$ cat src/rtl/rgb_pkg.sv
// Shared types and helpers for the RGB stream distributor.
package rgb_pkg;

    localparam int PIXEL_W_DEF   = 8;
    localparam int NUM_PORTS_DEF = 4;

    typedef struct packed {
        logic [PIXEL_W_DEF-1:0] r;
        logic [PIXEL_W_DEF-1:0] g;
        logic [PIXEL_W_DEF-1:0] b;
    } rgb_t;

    // Explicit wrap keeps the pointer correct for non-power-of-2 port counts.
    function automatic int wrap_next(input int idx, input int n);
        return (idx == n - 1) ? 0 : idx + 1;
    endfunction

endpackage

$ cat src/rtl/rgb_out_slot.sv
// One-entry output register slice: loads when told, drains on ready, reports free.
module rgb_out_slot #(
    parameter int DW = 24
) (
    input  logic          clk,
    input  logic          rst_n,
    input  logic          load,
    input  logic [DW-1:0] din,
    output logic          valid,
    input  logic          ready,
    output logic [DW-1:0] dout,
    output logic          free
);

    logic          valid_q;
    logic          valid_d;
    logic [DW-1:0] data_q;

    // A drained slot that is refilled in the same cycle stays valid.
    assign valid_d = load | (valid_q & ~ready);

    always_ff @(posedge clk or negedge rst_n) begin
        if (!rst_n) begin
            valid_q <= 1'b0;
            data_q  <= '0;
        end else begin
            valid_q <= valid_d;
            if (load) begin
                data_q <= din;
            end
        end
    end

    assign valid = valid_q;
    assign dout  = data_q;
    assign free  = ~valid_q | ready;

endmodule

$ cat src/rtl/rgb_stream_distributor.sv
// Steers one RGB pixel stream to a unicast, broadcast or round-robin set of output slots.
module rgb_stream_distributor
    import rgb_pkg::*;
#(
    parameter int NUM_PORTS = NUM_PORTS_DEF,
    parameter int PIXEL_W   = PIXEL_W_DEF
) (
    input  logic                         clk,
    input  logic                         rst_n,
    input  logic                         in_valid,
    output logic                         in_ready,
    input  logic [PIXEL_W-1:0]           in_r,
    input  logic [PIXEL_W-1:0]           in_g,
    input  logic [PIXEL_W-1:0]           in_b,
    input  logic [NUM_PORTS-1:0]         in_sel,
    output logic [NUM_PORTS-1:0]         out_valid,
    input  logic [NUM_PORTS-1:0]         out_ready,
    output logic [NUM_PORTS*PIXEL_W-1:0] out_r,
    output logic [NUM_PORTS*PIXEL_W-1:0] out_g,
    output logic [NUM_PORTS*PIXEL_W-1:0] out_b
);

    localparam int PTR_W = (NUM_PORTS > 1) ? $clog2(NUM_PORTS) : 1;
    localparam int DW    = 3 * PIXEL_W;

    logic [NUM_PORTS-1:0] free;
    logic [NUM_PORTS-1:0] rr_mask;
    logic [NUM_PORTS-1:0] load_mask;
    logic [PTR_W-1:0]     rr_ptr_q;
    logic [PTR_W-1:0]     rr_ptr_d;
    logic [PTR_W-1:0]     rr_target;
    logic                 rr_found;
    logic                 sel_rr;
    logic                 accept;
    logic [DW-1:0]        in_pix;
    logic [DW-1:0]        slot_dout [NUM_PORTS];

    assign sel_rr = (in_sel == '0);
    assign in_pix = {in_r, in_g, in_b};

    // First free port scanning upward from rr_ptr with wrap.
    always_comb begin
        logic [PTR_W:0]   sum;
        logic [PTR_W-1:0] idx;
        rr_mask   = '0;
        rr_target = '0;
        rr_found  = 1'b0;
        sum       = '0;
        idx       = '0;
        for (int k = 0; k < NUM_PORTS; k++) begin
            sum = {1'b0, rr_ptr_q} + (PTR_W+1)'(k);
            if (sum >= (PTR_W+1)'(NUM_PORTS)) begin
                sum = sum - (PTR_W+1)'(NUM_PORTS);
            end
            idx = sum[PTR_W-1:0];
            if (!rr_found && free[idx]) begin
                rr_found     = 1'b1;
                rr_target    = idx;
                rr_mask[idx] = 1'b1;
            end
        end
    end

    // in_ready never looks at in_valid.
    always_comb begin
        in_ready = 1'b0;
        if (rst_n) begin
            in_ready = sel_rr ? rr_found : &(free | ~in_sel);
        end
    end

    assign accept    = in_valid & in_ready;
    assign load_mask = accept ? (sel_rr ? rr_mask : in_sel) : '0;

    always_comb begin
        rr_ptr_d = rr_ptr_q;
        if (accept && sel_rr) begin
            rr_ptr_d = PTR_W'(wrap_next(int'(rr_target), NUM_PORTS));
        end
    end

    always_ff @(posedge clk or negedge rst_n) begin
        if (!rst_n) begin
            rr_ptr_q <= '0;
        end else begin
            rr_ptr_q <= rr_ptr_d;
        end
    end

    for (genvar i = 0; i < NUM_PORTS; i++) begin : g_slot
        rgb_out_slot #(
            .DW(DW)
        ) u_slot (
            .clk   (clk),
            .rst_n (rst_n),
            .load  (load_mask[i]),
            .din   (in_pix),
            .valid (out_valid[i]),
            .ready (out_ready[i]),
            .dout  (slot_dout[i]),
            .free  (free[i])
        );

        assign out_r[i*PIXEL_W +: PIXEL_W] = slot_dout[i][2*PIXEL_W +: PIXEL_W];
        assign out_g[i*PIXEL_W +: PIXEL_W] = slot_dout[i][PIXEL_W +: PIXEL_W];
        assign out_b[i*PIXEL_W +: PIXEL_W] = slot_dout[i][0 +: PIXEL_W];
    end

endmodule

$ cat config.mk
export PLATFORM = sky130hd
export DESIGN_NAME = rgb_stream_distributor
export DESIGN_NICKNAME = d
export VERILOG_FILES = /design/src/rtl/rgb_pkg.sv /design/src/rtl/rgb_out_slot.sv /design/src/rtl/rgb_stream_distributor.sv
export SDC_FILE = /design/constraint.sdc
export NUM_CORES = 1
export LEC_CHECK = 0
export ABC_AREA = 1
export ABC_CLOCK_PERIOD_IN_PS = 5730
export CORE_ASPECT_RATIO = 2
export CORE_UTILIZATION = 53
export CTS_BUF_LIST = sky130_fd_sc_hd__clkbuf_2 sky130_fd_sc_hd__clkbuf_4 sky130_fd_sc_hd__clkbuf_8
export DETAILED_ROUTE_END_ITERATION = 16
export PLACE_DENSITY = 0.95
export SETUP_SLACK_MARGIN = 0.4
export SLEW_MARGIN = 20
export SYNTH_ARGS = -nofsm -noshare
export SYNTH_HDL_FRONTEND = slang
export SYNTH_SLANG_ARGS = --single-unit
$ cat constraint.sdc
create_clock -name clk -period 5.73 [get_ports clk]
set_input_delay 0.8595 -clock clk [delete_from_list [all_inputs] [get_ports clk]]
set_output_delay 0.8595 -clock clk [all_outputs]
set_load 0.02 [all_outputs]
Word level (Yosys, flattened, before mapping)
Cells that the tools add are included.

storage, ports and cells
  flip-flop bits (word level) = 102
  input port bits = 35
  output and inout bits = 101
  word-level logic and storage cells = 106

cells by class
  $add $sub $neg = 8
  magnitude comparators = 12
  eq/ne operators = 1
  multiplexer cells = 37
  bitwise operators = 26
  reduce and logical (&&, ||, !) cells = 13

operators by type and width
  cell                   count
  $mux W4                6
  $mux W2                9
  $or A4 B4 Y4           4
  $mux W1                14
  $lt A2 B3 Y1 const B   4
  $ge A3 B3 Y1 const B   3
  $bmux W1 S2            4
  $demux W1 S2           4
  $ge A2 B1 Y1 const B   4
  $logic_and A1 B1 Y1    8
  $not A1 Y1             8
  $or A1 B1 Y1           8
  $sub A2 B1 Y2 const B  4
  $add A2 B2 Y3 const B  2
  $and A1 B1 Y1          5
  $logic_not A4 Y1       1
  $not A4 Y4             1
  $reduce_and A4 Y1      1
  $add A2 B1 Y3 const B  1
  $ge A2 B3 Y1 const B   1
  $logic_not A1 Y1       3
  $add A2 B1 Y2 const B  1
  $eq A2 B1 Y1 const B   1

Depth between registers and ports, before layout
Gate-level depths: netlist of run 1.

  word-level depth = 19
  mapped depth = 15
  gate-level depth less buffers = 14

Hierarchy
Synthesis of run 1 repeated with hierarchy kept, for this count alone.

second synthesis, totals
  cell total of the unflattened synthesis = 559
  area, all modules = 4,825.9 um^2

by module, submodules not included
  module                  instances  cells each  area an instance (um^2)  sequential area each (um^2)
  rgb_out_slot            4          106         1,006.0                  625.6
  rgb_stream_distributor  1          135         802.0                    50.0

Worst setup path before layout of run 1
OpenSTA, ideal clock, no wires.

  path type = input -> output
  start = input in_sel[0]
  end = output in_ready
  arrival time = 1.720 ns
  required time = 4.871 ns
  path slack = 3.151 ns
  stages on the path = 6
  buffers on the path = 0
  cell sequence = inv_1 > nand3_1 > nor2_1 > nand3_2 > nand2_1 > inv_1

between the ends
  longest elaborated chain between the ends = 5
  elaborated cells on any way between the ends = 6
  those cells by class = 2 x mux; 2 x bitwise; 2 x reduce/logical

ends and longest elaborated chain
  what               RTL line                      RTL
  start, declared    rgb_stream_distributor.sv:15  input logic [NUM_PORTS-1:0] in_sel,
  $not A4 Y4         rgb_stream_distributor.sv:68  in_ready = sel_rr ? rr_found : &(free | ~in_sel);
  $or A4 B4 Y4       rgb_stream_distributor.sv:68
  $reduce_and A4 Y1  rgb_stream_distributor.sv:68
  $mux W1 (*)        rgb_stream_distributor.sv:68
  $mux W1 (*)        rgb_stream_distributor.sv:67  if (rst_n) begin
  end, declared      rgb_stream_distributor.sv:11  output logic in_ready,

Every way passes the cells marked *; elsewhere a longest branch is shown, timed or not.

Worst setup path after layout of run 1
  start = register rr_ptr_q[0]
  end = output in_ready

between the ends
  longest elaborated chain between the ends = 16
  elaborated cells on any way between the ends = 35
  those cells by class = 7 x add/sub; 4 x order compare; 18 x mux; 6 x reduce/logical

ends and longest elaborated chain
  what                                                                    RTL line                      RTL
  start, declared                                                         rgb_stream_distributor.sv:29  logic [PTR_W-1:0] rr_ptr_q;
  start signal, assigned                                                  rgb_stream_distributor.sv:86  rr_ptr_q <= rr_ptr_d;
  parallel branches: the longest is 13 deep, another holds $add A2 B1 Y3  -
  $mux W1 (*)                                                             rgb_stream_distributor.sv:56  if (!rr_found && free[idx]) begin
  $mux W1 (*)                                                             rgb_stream_distributor.sv:68
  $mux W1 (*)                                                             rgb_stream_distributor.sv:67

Every way passes the cells marked *. The select of a mux whose other input is x is not followed.

==> results of run 1 <==
[stage by stage]
stage                     utilization  worst slack, ns  hold WS (ns)  total power (W)  instances
final                           0.715             2.00         0.367          0.00240        760
after global routing            0.715             1.88         0.366          0.00251        760
after CTS                       0.715             2.02         0.364          0.00240        760
after detailed placement        0.693             2.00         0.457          0.00197        744
after global placement          0.693             2.14         0.455          0.00194        744
after floorplan                     -             3.15         0.515          0.00149        536
[cells by family (layout without fill, tap and decap cells)]
kind of cell / Yosys count / in the layout / synth area share
fa+ha+maj: 8 / 8 / 0.0215
buf+inv: 47 / 171 / 0.0551
flops: 102 / 102 / 0.548
compound gates: 9 / 9 / 0.0180
simple gates: 370 / 370 / 0.357
[cell type report]
cell class,count,area (µm²)
Clock buffer,9,124
Clock inverter,7,63.8
Fill cell,659,2450
Inverter,19,71.3
Multi-Input combinational cell,387,1850
Sequential cell,102,2550
Tap cell,100,125
Timing Repair Buffer,136,1360
[worst max-delay path, stage by stage (launching register included)]
cell             delay, ns
dfrtp_1               0.61
inv_2                 0.18
ha_1                  0.40
inv_1                 0.10
nand3_1               0.10
nand2_2               0.09
nor2_4                0.20
nand3_2               0.13
nand2_1               0.09
inv_1                 0.06
clkdlybuf4s50_1       0.54
[Yosys cell counts]
library cell	instances	area (µm²)
nand2_1	224	841
o2111ai_1	1	8.76
nand3_1	120	601
a21oi_4	2	32.5
buf_6	4	45.0
o21ai_1	1	5.00
a21oi_2	3	26.3
nand2_4	3	33.8
o21ai_0	1	5.00
nand3_4	1	17.5
ha_1	8	100
nor2_4	3	33.8
inv_1	15	56.3
buf_4	8	60.1
o22ai_1	1	6.26
buf_2	16	80.1
nand3_2	8	80.1
inv_2	4	15.0
nand4_1	2	12.5
nor2_1	5	18.8
nand2_2	4	25.0
dfrtp_1	102	2550
[worst min-delay path by stage]
stage                         startpoint                         to  slack (ns)  cells after the start
6_report                           rst_n   g_slot[0].u_slot.dout[4]        0.37                      1
5_1_grt                            rst_n   g_slot[3].u_slot.dout[1]        0.37                      1
3_3_place_gp   g_slot[1].u_slot.dout[14]  g_slot[1].u_slot.dout[14]        0.45                      2
2_1_floorplan     g_slot[1].u_slot.valid     g_slot[1].u_slot.valid        0.51                      2
4_1_cts                            rst_n   g_slot[3].u_slot.dout[1]        0.36                      1
3_5_place_dp    g_slot[0].u_slot.dout[8]   g_slot[0].u_slot.dout[8]        0.46                      2
[state kept, by name (all words and copies together), names as in the netlist]
name	flops
g_slot.u_slot.dout	96
g_slot.u_slot.valid	4
rr_ptr_q	2
[power breakdown]
group          leakage (nW)  switching (W)  internal (W)
combinational          1.68       0.000562      0.000410
clock                0.0971       0.000265      0.000169
sequential             1.28       0.000113      0.000880
total                  3.05       0.000941       0.00146
[cell usage in the layout, fill, tap and decap left out, drive strengths merged]
cell type      instances
o21ai                  2
ha                     8
nand3                129
dfrtp                102
o2111ai                1
nor2                   8
buf                    2
clkbuf                 9
clkinv                 2
o22ai                  1
nand4                  2
clkdlybuf4s50        134
a21oi                  5
inv                   24
nand2                231
[metal layers]
metal | global-route usage | up-vias | share of wire
met5 | 0 | - | 0
met4 | 0.223 | 0 | 0.063
met3 | 0.0532 | 64 | 0.066
met2 | 0.556 | 264 | 0.53
met1 | 0.357 | 2155 | 0.34
li1 | - | 1972 | -
==> impl_metrics.csv, run 1 <==
group,metric,value,unit
yosys,yosysUniqueCellTypes,22,
status,status,"finished, final reports clean",
sta,final.setup_skew,0.00837,ns
job,maxCapViolCount,0,
cells_and_area,diodes,0,
floorplan,die_y,135,µm
setup_path,worstPathMaxFanout,10,
floorplan,coreArea,8590,µm²
cts,cts_tree,"yes",
sta,min_period,3.73,ns
placed_design,io_buffers,135,
placed_design,dpl_cell_area,5950,µm²
setup_path,startpoint_type,"flip-flop",
cells_and_area,nNetsFinal,698,
routing,ant_nets,0,
floorplan,ios,136,
sta,hold_viol_final,0,
yosys,ys_warn_count,0,
sta,slew_headroom,0.345,
yosys,synthCells,536,
placed_design,gp_congestion,0.893,
sta,rsz0062_at_grt,"no",
setup_path,reg2reg_from,"rr_ptr_q[0]",
grt,grt_max_degree,82,
sta,period_share,0.652,
power,power.static_leakage,3.05,nW
yosys,synth_seq_cells,102,
yosys,seq_area_frac_synth,0.548,
setup_path,worstSetupPathType,"reg2out",
routing,drt_wl_total,14200,µm
sta,setup_violations,0,
routing,wl_per_cell,18.7,µm
cts,cts.sinks,102,
setup_path,cp.required,4.87,ns
cts,clkLatencyLatePin,0.37,ns
cts,post_cts_buffers,0,
routing,drc,0,
cts,clk_pin_slew,0.11,ns
cts,numCtsBuffers,9,
floorplan,initial_core_util,0.542,
grt,grt_pass1_wl,22000,µm
cts,cts_hold_buf,0,
grt,grt_pass1_vias,4370,
setup_path,r2r_setup_slack,2.29,ns
setup_path,cp-end-kind,"output pin",
grt,grt_usage,0.328,
setup_path,cp-startpoint,"rr_ptr_q[0]",
setup_path,r2r_end,"g_slot[0].u_slot.dout[14]",
routing,drtPass1Iterations,5,
power,ir_drop,0.000267,V
routing,vias_per_cell,5.86,
yosys,syn_area,4660,µm²
setup_path,arrival,2.87,ns
cells_and_area,area_growth,31.9,%
routing,vias,4455,
sta,tightest_slew,0.982,ns
yosys,avgSynthCellArea,8.69,µm²
cts,clockBufferDepth,2,
floorplan,die_area,9190,µm²
sta,setup_tns,0,ns
power,power_density,391,nW/µm²
cts,clk_root_buffer_cell,"clkbuf_8",
cells_and_area,drive_gt1_frac,0.0697,
placed_design,dp.final_hpwl,9960,µm
cts,htreeDepth,3,
setup_path,cp-endpoint,"in_ready",
floorplan,rows,48,
cells_and_area,final_area,6140,µm²
sta,report.final.slew_viol_count,0,
floorplan,die_w,68.3,µm
hold_path,hold_path_class,"in2async",
setup_path,worstRegToRegCells,12,
grt,antenna_found_initial,0,
sta,fmax,268,MHz
cts,cts_resized,0,
yosys,syn-num-nets,579,
routing,drtIter0Drc,388,
grt,overflow,0,
Note: power is estimated with default switching activity, not from simulation.
==> run 2, diff against run 1 <==
--- a/config.mk
+++ b/config.mk
@@ -6,12 +6,12 @@
 export NUM_CORES = 1
 export LEC_CHECK = 0
 export ABC_AREA = 1
-export ABC_CLOCK_PERIOD_IN_PS = 5730
+export ABC_CLOCK_PERIOD_IN_PS = 3200
 export CORE_ASPECT_RATIO = 2
-export CORE_UTILIZATION = 53
+export CORE_UTILIZATION = 44
 export CTS_BUF_LIST = sky130_fd_sc_hd__clkbuf_2 sky130_fd_sc_hd__clkbuf_4 sky130_fd_sc_hd__clkbuf_8
 export DETAILED_ROUTE_END_ITERATION = 16
-export PLACE_DENSITY = 0.95
+export PLACE_DENSITY = 0.86
 export SETUP_SLACK_MARGIN = 0.4
 export SLEW_MARGIN = 20
 export SYNTH_ARGS = -nofsm -noshare
==> constraint.sdc (replaced) <==
create_clock -name clk -period 3.2 [get_ports clk]
set_input_delay 0.48 -clock clk [delete_from_list [all_inputs] [get_ports clk]]
set_output_delay 0.48 -clock clk [all_outputs]
set_load 0.02 [all_outputs]
==> run 2 against run 1 <==
Count of clock-buffer cells in the layout grew 1. Sequential share of layout area down 1.4 points. Clock power increased by 110%. Non-clock buffer count grew 13. First-iteration DRC count shrank 15%. Worst setup slack worse by 1.4 ns. Hold slack improved by 0.11 ns. Core utilization fell by 9.3 points. Critical path type unchanged. Largest cell class unchanged.
==> impl_metrics.csv, run 2 (synthesized netlist as in run 1, its figures left out) <==
group,metric,value,unit
status,status,"finished, final reports clean",
grt,grt_pass1_vias,4515,
sta,tightest_slew,0.789,ns
grt,antenna_found_initial,0,
cells_and_area,nNetsFinal,711,
cells_and_area,ff_latch_area,2550,µm²
grt,grt_max_degree,87,
grt,grt_pass1_wl,23200,µm
cells_and_area,diodes,0,
routing,vias_per_cell,5.45,
routing,dr_wl_met3,716,µm
sta,rsz0062_at_grt,"no",
routing,wl_per_cell,18.3,µm
cts,clockBufferDepth,2,
hold_path,hold_path_class,"reg2reg",
setup_path,arrival,2.16,ns
routing,met1_length,5190,µm
power,p_sw_frac,0.375,
cts,numCtsBuffers,9,
power,seq_power_share,0.396,
cts,clk_root_buffer_cell,"clkbuf_8",
routing,dr_wl_met2,8090,µm
sta,fmax,379,MHz
setup_path,max_stage_delay,0.44,ns
setup_path,startpoint_type,"flip-flop",
grt,overflow,0,
sta,final.setup_skew,0.00784,ns
floorplan,coreArea,10200,µm²
cts,htreeDepth,3,
routing,top_layer,"met4",
cts,clkLatencyLatePin,0.37,ns
routing,vias,4407,
cts,clk_pin_slew,0.10,ns
power,p_sw,0.00169,W
setup_path,cp-end-kind,"output pin",
cells_and_area,multi_input_area,1870,µm²
floorplan,ios,136,
sta,min_period,2.64,ns
grt,grt_usage,0.287,
cells_and_area,utilization,0.622,
power,intPower,0.00281,W
routing,drtPass1Iterations,6,
sta,slew_headroom,0.474,
job,maxCapViolCount,0,
placed_design,io_buffers,135,
power,power.static_leakage,3.12,nW
floorplan,initial_core_util,0.456,
setup_path,worstPathMaxFanout,9,
setup_path,worstSetupPathType,"reg2out",
power,p_clk_frac,0.204,
setup_path,critical_path_buf_inv_count,4,
floorplan,die_w,74.7,µm
setup_path,path_cells,"inv_4, ha_2, inv_1, nand3_1, nand2_1, nor2_1, nand3_2, nand2_1, inv_1, clkbuf_2",
cells_and_area,drive_gt1_frac,0.0936,
cts,cts_tree,"yes",
routing,drc,0,
floorplan,die_area,11000,µm²
sta,hold_viol_final,0,
power,ir_drop,0.000482,V
cells_and_area,area_growth,36.5,%
cells_and_area,largest_reg_flops,96,
cts,cts.sinks,102,
sta,setup_tns,0,ns
floorplan,die_y,147,µm
cells_and_area,fillCellCount,899,
floorplan,rows,52,
setup_path,critical-path-slowest-cell,"dfrtp_2",
sta,report.final.slew_viol_count,0,
setup_path,critical-path-top-delay-family,"buffers and inverters",
placed_design,dp.final_hpwl,10500,µm
cells_and_area,layout_commonest_cell,"nand2_1",
cells_and_area,mostFrequentLayoutCells,"224 x nand2_1, 133 x clkdlybuf4s50_1, 120 x nand3_1",
power,p_comb_frac,0.400,
routing,ant_nets,0,
setup_path,cp.required,2.72,ns
power,power_density,708,nW/µm²
sta,setup_violations,0,
routing,drtIter0Drc,331,
sta,period_share,0.824,
routing,drt_wl_total,14800,µm
placed_design,gp_congestion,0.905,
## run 2: worst paths after layout
kind                                                from                   endpoint  slack, ns  cells past startpoint
worst max-delay path                         rr_ptr_q[0]                   in_ready       0.56                     10
worst min-delay path            g_slot[1].u_slot.dout[2]   g_slot[1].u_slot.dout[2]       0.48                      2
worst max register to register               rr_ptr_q[0]  g_slot[2].u_slot.dout[13]       0.58                     13
worst min register to register  g_slot[1].u_slot.dout[2]   g_slot[1].u_slot.dout[2]       0.48                      2
max in group asynchronous                          rst_n                rr_ptr_q[1]       1.60                      3
min in group asynchronous                          rst_n     g_slot[0].u_slot.valid       0.51                      2
## run 2: worst reg2reg max path, cell delays in order (launching register included)
cell,delay [ns]
dfrtp_2,0.44
inv_4,0.12
ha_2,0.33
inv_1,0.13
nand3_1,0.10
nand2_1,0.16
nor2_1,0.08
nand3_2,0.11
nand3_4,0.14
nor2_4,0.24
nand2_4,0.28
nand2_8,0.28
nand2_1,0.09
nand2_1,0.07
## run 2: routing by layer
| layer | vias up | global-route usage |
|---|---|---|
| met5 | - | 0 |
| met2 | 194 | 0.512 |
| met3 | 53 | 0.0450 |
| li1 | 1992 | - |
| met4 | 0 | 0.163 |
| met1 | 2168 | 0.306 |
## run 2: what timing repair did
| action | 4_1_cts | 5_1_grt |
|---|---|---|
| setup buffers | 3 | 0 |
| resized for setup | 6 | 5 |
| setup endpoints to repair | 99 | 56 |
| hold endpoints to repair | 16 | 0 |
| pin swaps | 0 | 1 |
| hold buffers | 1 | 0 |
## run 2: power by group through the flow
| stage | clock [W] | combinational, W | sequential (W) |
|---|---|---|---|
| 3_5_place_dp | 0 | 0.00174 | 0.00181 |
| 3_3_place_gp | 0 | 0.00171 | 0.00180 |
| 2_1_floorplan | 0 | 0.000552 | 0.00211 |
| 4_1_cts | 0.000931 | 0.00179 | 0.00178 |
| 5_1_grt | 0.000980 | 0.00192 | 0.00181 |
| 6_report | 0.000917 | 0.00180 | 0.00178 |
## run 2: area by class of cell
type,instances,area share
sequential,102,0.402
tap,135,0.0266
timing repair buffer,149,0.229
clock inverter,6,0.0146
clock buffer,10,0.0217
multi-input combinational,387,0.294
inverter,19,0.0122
## run 2: stage by stage
| step | setup slack [ns] | hold WS [ns] | cell area, µm² | total power, W | std cells |
|---|---|---|---|---|---|
| floorplan | 0.986 | 0.184 | 4660 | 0.00267 | 536 |
| global placement | 0.240 | 0.354 | 6060 | 0.00351 | 788 |
| detailed placement | 0.155 | 0.359 | 6060 | 0.00355 | 788 |
| CTS | 0.407 | 0.480 | 6340 | 0.00450 | 808 |
| global route | 0.435 | 0.499 | 6350 | 0.00471 | 808 |
| finish | 0.563 | 0.477 | 6350 | 0.00450 | 808 |
==> edit: new RTL, flow settings as in run 2 <==
Set the package constant `NUM_PORTS_DEF` to 2 (it was 4).
--- a/src/rtl/rgb_pkg.sv
+++ b/src/rtl/rgb_pkg.sv
@@ -4,3 +4,3 @@
     localparam int PIXEL_W_DEF   = 8;
-    localparam int NUM_PORTS_DEF = 4;
+    localparam int NUM_PORTS_DEF = 2;
 
Interface: changed (6 resized); port bits go from 136 to 82. The function was not compared with the original's and may differ.
==> edit against run 2 <==
- sequential cell count decreased by 51
- via count decreased by 56%
- area after synthesis decreased by 53%
- setup slack improved by 0.15 ns
- cell area decreased by 51%
- routed wire length decreased by 63%
- utilization increased by 2.8 points
- power decreased by 51%
- sequential power decreased by 50%
- highest routed layer unchanged
==> edit: results (changes against run 2) <==
stage	metric	value	unit	change
outcome	outcome	completed		unchanged
critical_path	critical path's slowest cell	clkdlybuf4s50_1		was dfrtp_2
global_routing	first-pass GRT wire length	8832	um	was 23220 um
critical_path	worst setup path class	in2out		was reg2out
critical_path	FF-to-FF setup slack	1.31	ns	was 0.58 ns
global_routing	GRT Total Usage	22.76	%	was 28.68%
synth	Synth Flop Type	dfrtp_1		unchanged
layout	filler instances	385		was 899
layout	# diodes	0		unchanged
clock_network	clk root buf	clkbuf_8		unchanged
clock_network	number of buffers created by CTS	5		was 9
power_and_ir_drop	Leakage Power	1.510	nW	was 3.122 nW
synth	Syn Nets	274		was 579
critical_path	critical path peak fanout	3		was 9
placed_design	Area after DPL	2998	um2	was 6063 um2
power_and_ir_drop	maximum VDD drop	0.4914	mV	was 0.4817 mV
worst_hold_path	min-delay worst type	in2async		was reg2reg
clock_network	clock buffer depth	2		unchanged
synth	most frequent cells after synthesis	99 x nand2_1, 51 x dfrtp_1, 26 x nand3_1		was 224 x nand2_1, 120 x nand3_1, 102 x dfrtp_1
detailed_routing	Post-Route WL	5457	um	was 14820 um
critical_path	worst stage delay on the critical path	0.63	ns	was 0.44 ns
critical_path	Worst setup startpoint	out_ready[1]		was rr_ptr_q[0]$_DFFE_PN0P_
sta	slew margin rel.	57.65	%	was 47.37%
synth	Warnings, synthesis	0		unchanged
layout	final core occ	65.03	%	was 62.21%
clock_network	H-Tree Level Count	2		was 3
placed_design	detailed placement HPWL	3726	um	was 10480 um
placed_design	I/O Buffers	81		was 135
synth	post-synthesis sequential area ratio	57.95	%	was 54.82%
synth	top cells by area, synth	dfrtp_1 58%, nand2_1 17%, nand3_1 5.9%, o21ai_0 5.7%, nand2_2 2.3%		was dfrtp_1 55%, nand2_1 18%, nand3_1 13%, ha_1 2.1%, buf_2 1.7%
placed_design	GPL Wtd Cong	0.7953		was 0.9048
critical_path	Critical Path Sink	in_ready		unchanged
critical_path	Reg2Reg Depth	6		was 13
clock_network	Reg clk slew, reported paths	0.09	ns	
layout	nets	350		was 711
synth	count leader, synth	nand2_1		unchanged
sta	worst clock skew	0.001864	ns	was 0.007843 ns
sta	final hold viol count	0		unchanged
detailed_routing	DR pass1 iterations	6		unchanged
detailed_routing	DR iter-0 viols	45		was 331
global_routing	largest net degree at the start of global routing	52		was 87
critical_path	reg2reg end	g_slot[1].u_slot.dout[22]$_DFFE_PN0P_		was g_slot[2].u_slot.dout[13]$_DFFE_PN0P_
clock_network	clock latency on the worst-skew pair	0.30	ns	was 0.37 ns
clock_network	post_cts resized	0		was 6
global_routing	initial antenna violation count	0		unchanged
synth	Async SR Flop Fraction	100.0	%	unchanged
layout	share of cells above drive strength 1	9.688	%	was 9.361%
critical_path	RR Startpoint	g_slot[1].u_slot.valid$_DFF_PN0_		was rr_ptr_q[0]$_DFFE_PN0P_
clock_network	Post-CTS Setup Inserts	0		was 3
layout	Largest register FFs	48		was 96
critical_path	Crit path arrival time	2.01	ns	was 2.16 ns
die	Rows	36		was 52
detailed_routing	vias per cell	5.088		was 5.454
global_routing	vias in the first global route	1902		was 4515
synth	Yosys cell types	20		was 22
==> edit: changes by cell type after synthesis, sizes merged, moves of 11 or more <==
cell / delta
buf: -18
nand2: -121
nand3: -101
inv: -11
o21ai: +24
dfrtp: -51
==> edit: how the worst min path moves through the flow <==
stage	start	endpoint	slack, ns
after detailed placement	g_slot[1].u_slot.dout[12]$_DFFE_PN0P_	g_slot[1].u_slot.dout[12]$_DFFE_PN0P_	0.46
final	rst_n	g_slot[1].u_slot.dout[1]$_DFFE_PN0P_	0.36
after global routing	rst_n	g_slot[1].u_slot.dout[14]$_DFFE_PN0P_	0.42
after global placement	g_slot[1].u_slot.dout[13]$_DFFE_PN0P_	g_slot[1].u_slot.dout[13]$_DFFE_PN0P_	0.46
after floorplan	rst_n	asynchronous set/reset pin	0.18
after CTS	rst_n	g_slot[0].u_slot.dout[0]$_DFFE_PN0P_	0.38
==> edit: power by group <==
part	internal (W)	total, W	switching (W)
Clock	0.000312	0.000523	0.000212
Combinational	0.000364	0.000802	0.000438
Sequential	0.000800	0.000886	0.0000861
Total	0.00148	0.00221	0.000736
==> edit: per-stage QoR <==
step	setup slack (ns)	total power [W]	cells
global placement	0.7524	0.001685	369
global route	0.6260	0.002327	377
finish	0.7106	0.002211	377
CTS	0.6859	0.002230	377
detailed placement	0.7001	0.001706	369
floorplan	1.726	0.001284	243
==> edit: per-layer routing <==
layer,global-route usage [%],part of all wire (%),vias to the layer above
met5,0,0,-
met4,9.356,2.0,0
met3,4.613,4.5,8
met2,40.24,55,72
met1,25.84,38,913
li1,-,-,925
==> edit: layout make-up <==
class / instances / area share [%]
Inverter: 8 / 0.9581
Sequential cell: 51 / 40.72
Multi-Input combinational cell: 170 / 25.51
Tap cell: 57 / 2.275
Clock buffer: 5 / 2.196
Clock inverter: 3 / 2.156
Timing Repair Buffer: 83 / 26.19
==> edit: kinds of logic after synthesis <==
kind of cell	count (synthesis)	synth area share, %
buf+inv	22	5.738
flops	51	57.95
simple gates	142	29.43
compound gates	28	6.875
==> edit: critical path, delay by kind of cell <==
family | cells | cell delay (ns)
AND/OR/NAND/NOR | 3 | 0.35
buffers and inverters | 3 | 1.17
